**src/rtl/fixed_decoder.sv**
```systemverilog
// FLAC fixed-predictor decoder: rebuilds 16-bit PCM samples from fixed-prediction
// residuals (orders 0-4) through a two-stage pipeline with one word per enabled cycle.
module fixed_decoder #(
  parameter int RES_W = 24
) (
  input  logic             iClock,
  input  logic             iReset,
  input  logic             iEnable,
  input  logic             iValid,
  input  logic             iStart,
  input  logic [2:0]       iOrder,
  input  logic [RES_W-1:0] iResidual,
  output logic             oValid,
  output logic [15:0]      oSample,
  output logic             oWarmup,
  output logic             oOrderErr
);

  localparam int PW = RES_W + 4;

  typedef enum logic [1:0] {
    ST_IDLE   = 2'd0,
    ST_WARMUP = 2'd1,
    ST_DECODE = 2'd2
  } state_t;

  logic             vld1_q;
  logic             start1_q;
  logic [2:0]       order1_q;
  logic [RES_W-1:0] res1_q;

  state_t      state_q, state_d;
  logic [2:0]  order_q, order_d;
  logic [2:0]  wcnt_q, wcnt_d;
  logic [15:0] s1_q, s2_q, s3_q, s4_q;
  logic [15:0] s1_d, s2_d, s3_d, s4_d;
  logic        valid_q, valid_d;
  logic [15:0] sample_q, sample_d;
  logic        warm_q, warm_d;
  logic        err_q, err_d;

  state_t      cur_state_s;
  logic [2:0]  cur_order_s;
  logic [2:0]  cur_cnt_s;
  logic [15:0] h1_s, h2_s, h3_s, h4_s;
  logic        accept_s;
  logic signed [PW-1:0] p1_s, p2_s, p3_s, p4_s;
  logic signed [PW-1:0] pred_s, res_ext_s, sum_s;
  logic [15:0] new_sample_s;

  // Stage 2: resolve subframe context, predict, add and derive next state
  always_comb begin
    state_d  = state_q;
    order_d  = order_q;
    wcnt_d   = wcnt_q;
    s1_d     = s1_q;
    s2_d     = s2_q;
    s3_d     = s3_q;
    s4_d     = s4_q;
    valid_d  = 1'b0;
    sample_d = sample_q;
    warm_d   = warm_q;
    err_d    = err_q;

    // A start word sees a cleared history and its own (clipped) order
    if (start1_q) begin
      cur_order_s = (order1_q > 3'd4) ? 3'd0 : order1_q;
      cur_state_s = (cur_order_s == 3'd0) ? ST_DECODE : ST_WARMUP;
      cur_cnt_s   = 3'd0;
      h1_s        = 16'd0;
      h2_s        = 16'd0;
      h3_s        = 16'd0;
      h4_s        = 16'd0;
    end else begin
      cur_order_s = order_q;
      cur_state_s = state_q;
      cur_cnt_s   = wcnt_q;
      h1_s        = s1_q;
      h2_s        = s2_q;
      h3_s        = s3_q;
      h4_s        = s4_q;
    end

    accept_s  = vld1_q & (start1_q | (state_q != ST_IDLE));

    p1_s      = {{(PW-16){h1_s[15]}}, h1_s};
    p2_s      = {{(PW-16){h2_s[15]}}, h2_s};
    p3_s      = {{(PW-16){h3_s[15]}}, h3_s};
    p4_s      = {{(PW-16){h4_s[15]}}, h4_s};
    res_ext_s = {{4{res1_q[RES_W-1]}}, res1_q};

    case (cur_order_s)
      3'd1:    pred_s = p1_s;
      3'd2:    pred_s = (p1_s <<< 1) - p2_s;
      3'd3:    pred_s = (p1_s <<< 1) + p1_s - (p2_s <<< 1) - p2_s + p3_s;
      3'd4:    pred_s = (p1_s <<< 2) - (p2_s <<< 2) - (p2_s <<< 1) + (p3_s <<< 2) - p4_s;
      default: pred_s = {PW{1'b0}};
    endcase

    sum_s = res_ext_s + pred_s;

    if (cur_state_s == ST_WARMUP) begin
      new_sample_s = res1_q[15:0];
    end else begin
      new_sample_s = sum_s[15:0];
    end

    if (accept_s) begin
      valid_d  = 1'b1;
      order_d  = cur_order_s;
      sample_d = new_sample_s;
      s1_d     = new_sample_s;
      s2_d     = h1_s;
      s3_d     = h2_s;
      s4_d     = h3_s;
      if (start1_q) begin
        err_d = (order1_q > 3'd4);
      end else begin
        err_d = err_q;
      end
      case (cur_state_s)
        ST_WARMUP: begin
          warm_d  = 1'b1;
          wcnt_d  = cur_cnt_s + 3'd1;
          state_d = ((cur_cnt_s + 3'd1) == cur_order_s) ? ST_DECODE : ST_WARMUP;
        end
        ST_DECODE: begin
          warm_d  = 1'b0;
          wcnt_d  = cur_cnt_s;
          state_d = ST_DECODE;
        end
        default: begin
          warm_d  = 1'b0;
          wcnt_d  = 3'd0;
          state_d = ST_IDLE;
        end
      endcase
    end else begin
      valid_d = 1'b0;
    end
  end

  // Pipeline, FSM, history and output registers; iEnable low freezes everything
  always_ff @(posedge iClock) begin
    if (iReset) begin
      vld1_q   <= 1'b0;
      start1_q <= 1'b0;
      order1_q <= 3'd0;
      res1_q   <= {RES_W{1'b0}};
      state_q  <= ST_IDLE;
      order_q  <= 3'd0;
      wcnt_q   <= 3'd0;
      s1_q     <= 16'd0;
      s2_q     <= 16'd0;
      s3_q     <= 16'd0;
      s4_q     <= 16'd0;
      valid_q  <= 1'b0;
      sample_q <= 16'd0;
      warm_q   <= 1'b0;
      err_q    <= 1'b0;
    end else if (iEnable) begin
      vld1_q   <= iValid;
      start1_q <= iValid & iStart;
      order1_q <= iOrder;
      res1_q   <= iResidual;
      state_q  <= state_d;
      order_q  <= order_d;
      wcnt_q   <= wcnt_d;
      s1_q     <= s1_d;
      s2_q     <= s2_d;
      s3_q     <= s3_d;
      s4_q     <= s4_d;
      valid_q  <= valid_d;
      sample_q <= sample_d;
      warm_q   <= warm_d;
      err_q    <= err_d;
    end
  end

  assign oValid    = valid_q;
  assign oSample   = sample_q;
  assign oWarmup   = warm_q;
  assign oOrderErr = err_q;

endmodule

```
**config.mk**
```make
export PLATFORM = sky130hd
export DESIGN_NAME = fixed_decoder
export DESIGN_NICKNAME = d
export VERILOG_FILES = /design/src/rtl/fixed_decoder.sv
export SDC_FILE = /design/constraint.sdc
export NUM_CORES = 1
export LEC_CHECK = 0
export ABC_AREA = 0
export ABC_CLOCK_PERIOD_IN_PS = 7950
export CAP_MARGIN = 20
export CORE_ASPECT_RATIO = 0.8
export CORE_MARGIN = 2
export CORE_UTILIZATION = 50
export DETAILED_ROUTE_END_ITERATION = 10
export HOLD_SLACK_MARGIN = 0.06
export PLACE_DENSITY = 0.69
export REMOVE_ABC_BUFFERS = 1
export SLEW_MARGIN = 25
export SYNTH_ARGS = -nofsm -noshare
export SYNTH_HDL_FRONTEND = slang
export SYNTH_SLANG_ARGS = --single-unit
```
**constraint.sdc**
```tcl
create_clock -name iClock -period 7.95 [get_ports iClock]
set_clock_uncertainty 0.15 [all_clocks]
set_input_delay 0.795 -clock iClock [delete_from_list [all_inputs] [get_ports iClock]]
set_output_delay 0.795 -clock iClock [all_outputs]
set_load 0.005 [all_outputs]
```
==> results.json, run 1 <==
{
  "outcome": "complete, no violations",
  "power_leakage_nw": 4.42,
  "power.switching_uw": 324,
  "power_density_nw_per_um2": 109,
  "min_period_ps": 6930,
  "cts-resized-gates": 0,
  "crit_fanout": 60,
  "slew_headroom": 0.312,
  "clock-root-buffer": "clkbuf_16",
  "critPathKind": "reg -> reg",
  "drv_slew": 0,
  "clk_path_buf_depth": 2,
  "overflow": 0,
  "via_per_inst": 5.51,
  "synth_common_cells": "nand2_1 (159), inv_1 (143), dfxtp_1 (96)",
  "p_sw_frac": 0.295,
  "portBuffers": 42,
  "yosys_warnings": 0,
  "hold_class": "reg -> reg",
  "finalCritPeriodShare": 0.872,
  "dp.cells": 1368,
  "dr.pass1.iters": 6,
  "avgSynthCellArea_um2": 8.04,
  "fin_cells": 1384,
  "drc": 0,
  "h-tree-depth": 3,
  "insertion_delay_ps": 370,
  "clkSinkCount": 96,
  "drtIter0Drc": 483,
  "gp_congestion": 0.900,
  "initial_core_util": 0.507,
  "synth_top_area_share": 0.210,
  "finalSetupTns_ps": 0,
  "ys_types": 70,
  "synth_edf_count": 0,
  "synth_top_flop_cell": "dfxtp_1",
  "worstMarginPinSlew_ps": 1030,
  "utilization": 0.558,
  "grt_usage": 0.237,
  "rsz0062_at_grt": "no",
  "drive_gt1_frac": 0.0399,
  "chipHeight_um": 125,
  "yosys.area.top_type": "dfxtp_1",
  "start_kind": "register",
  "synth-async-reset-ratio": 0,
  "ir_worst_vdd_uv": 87.5,
  "ctsHoldBuffers": 0,
  "grt_first_pass_wirelength_um": 36900,
  "cts_setup_buffers": 0,
  "grt_max_degree": 74,
  "p_seq_frac": 0.451,
  "syn_area_um2": 9130,
  "wl_um": 21900,
  "wl_per_cell_um": 15.9,
  "cts.reportedPaths.clkPinSlew_ps": 80,
  "core_area_um2": 18000,
  "drtAntennaViolNets": 0,
  "max_freq_mhz": 144,
  "cp.required_ps": 8090,
  "dp_hpwl_um": 16400,
  "antennaDiodeCount": 0,
  "ys_seq_area_frac": 0.210,
  "pwr-share-comb": 0.125,
  "antenna_found_initial": 0,
  "hold_ws_ps": 302,
  "tritoncts": "done",
  "syn_inst": 1136,
  "pin_count": 51,
  "finalHoldViolations": 0,
  "internal_power_uw": 774,
  "setup_viol": 0,
  "yosysMostFrequentCell": "nand2_1",
  "synth_top_cells_by_area": "dfxtp_1 (21%), fa_1 (17%), ha_1 (9.3%)",
  "vias": 7628,
  "fp.dieW_um": 155,
  "area_delta_synth_final_pct": 10.0,
  "cts_buffers": 9,
  "crit_path_end_kind": "register",
  "ys_ff_latch": 96,
  "finalPower_mw": 1.10,
  "row_count": 44,
  "power.share.clock": 0.424,
  "cap_violations": 0,
  "dieArea_um2": 19400,
  "first_global_vias": 7301,
  "nets": 1327,
  "arrival_ps": 7070
}
## worst max-delay path, stage by stage (launching register included)
cell and delay, ps:
dfxtp_2 700, inv_2 110, buf_12 220, nand2_1 290, fa_1 490, fa_1 500
inv_1 50, fa_1 480, inv_1 40, ha_1 300, inv_1 90, o21bai_1 90
a211o_1 330, a31oi_1 220, xnor2_1 110, a222oi_1 300, o21ai_1 150, ha_1 360
and3_1 190, nor2b_1 130, a41o_1 220, o221a_2 280, a31oi_1 240, nand3b_1 170
and3b_1 160, mux2i_1 90, xor2_1 160, a211oi_2 210
## stage by stage
| stage | worst slack (ps) | area [um^2] |
|---|---|---|
| global route | 549 | 10000 |
| finish | 1020 | 10000 |
| global placement | 1180 | 9740 |
| CTS | 1050 | 10000 |
| detailed placement | 1090 | 9740 |
| floorplan | 568 | 8920 |
## path summary, 6_finish.rpt
check,startpoint,slack (ps),cells past startpoint,end
max,start1_q,1020,27,oSample[15]
min,s4_q[14],300,2,s4_q[14]
max reg2reg,start1_q,1020,27,oSample[15]
min reg2reg,s4_q[14],300,2,s4_q[14]
## area by class of cell
| class | count | area [um^2] |
|---|---|---|
| fill | 1681 | 7960 |
| inverter | 144 | 541 |
| timing repair buffer | 54 | 520 |
| clock buffer | 9 | 225 |
| clock inverter | 7 | 78.8 |
| multi-input combinational | 844 | 6470 |
| sequential | 96 | 1920 |
| tap | 230 | 288 |
## cells in the final DEF, fill, tap and decap left out, types with 32 or more instances in the layout
| master | instances |
|---|---|
| xnor2_1 | 38 |
| nor2_1 | 86 |
| inv_1 | 143 |
| a21oi_1 | 92 |
| nor2b_1 | 32 |
| ha_1 | 68 |
| dfxtp_1 | 95 |
| clkdlybuf4s50_1 | 41 |
| fa_1 | 78 |
| nand2_1 | 159 |
## power groups by stage
stage	registers, mW	clock network [mW]	logic [mW]
global route	0.497	0.492	0.152
global placement	0.507	0	0.134
CTS	0.495	0.473	0.137
detailed placement	0.507	0	0.136
floorplan	0.505	0	0.0874
finish	0.496	0.465	0.137
## sequential cells by signal, summed over array words and instances (netlist names)
signal,count
vld1_q,1
wcnt_q,3
state_q,2
oValid,1
order1_q,3
start1_q,1
order_q,3
s3_q,16
res1_q,16
oWarmup,1
oOrderErr,1
oSample,16
s2_q,16
s4_q,16
## routing by layer
| metal | up-vias | wire, um | track usage | share of wire |
|---|---|---|---|---|
| met5 | - | 0 | 0 | 0 |
| met1 | 3626 | 10400 | 0.339 | 0.48 |
| met2 | 193 | 9890 | 0.372 | 0.45 |
| met4 | 0 | 280 | 0.0550 | 0.013 |
| li1 | 3790 | - | - | - |
| met3 | 19 | 1340 | 0.0431 | 0.061 |
## logic make-up (layout without fill, tap and decap cells)
family                   count (synthesis)  in the layout  share of synthesized area
AO/OA/AOI/OAI                          243            243                      0.172
buffers and inverters                  196            214                     0.0817
XOR/XNOR                                61             61                     0.0600
AND/OR/NAND/NOR                        364            364                      0.178
adder cells (fa/ha/maj)                146            146                      0.264
flip-flops                              96             96                      0.210
multiplexers                            30             30                     0.0332
Note: power is estimated with default switching activity, not from simulation.
==> inputs of run 2 (changes only) <==
- HOLD_SLACK_MARGIN: 0.06 -> unset
==> results of run 2 <==
Same layout as run 1: the final DEF is identical, and so are final timing and power.
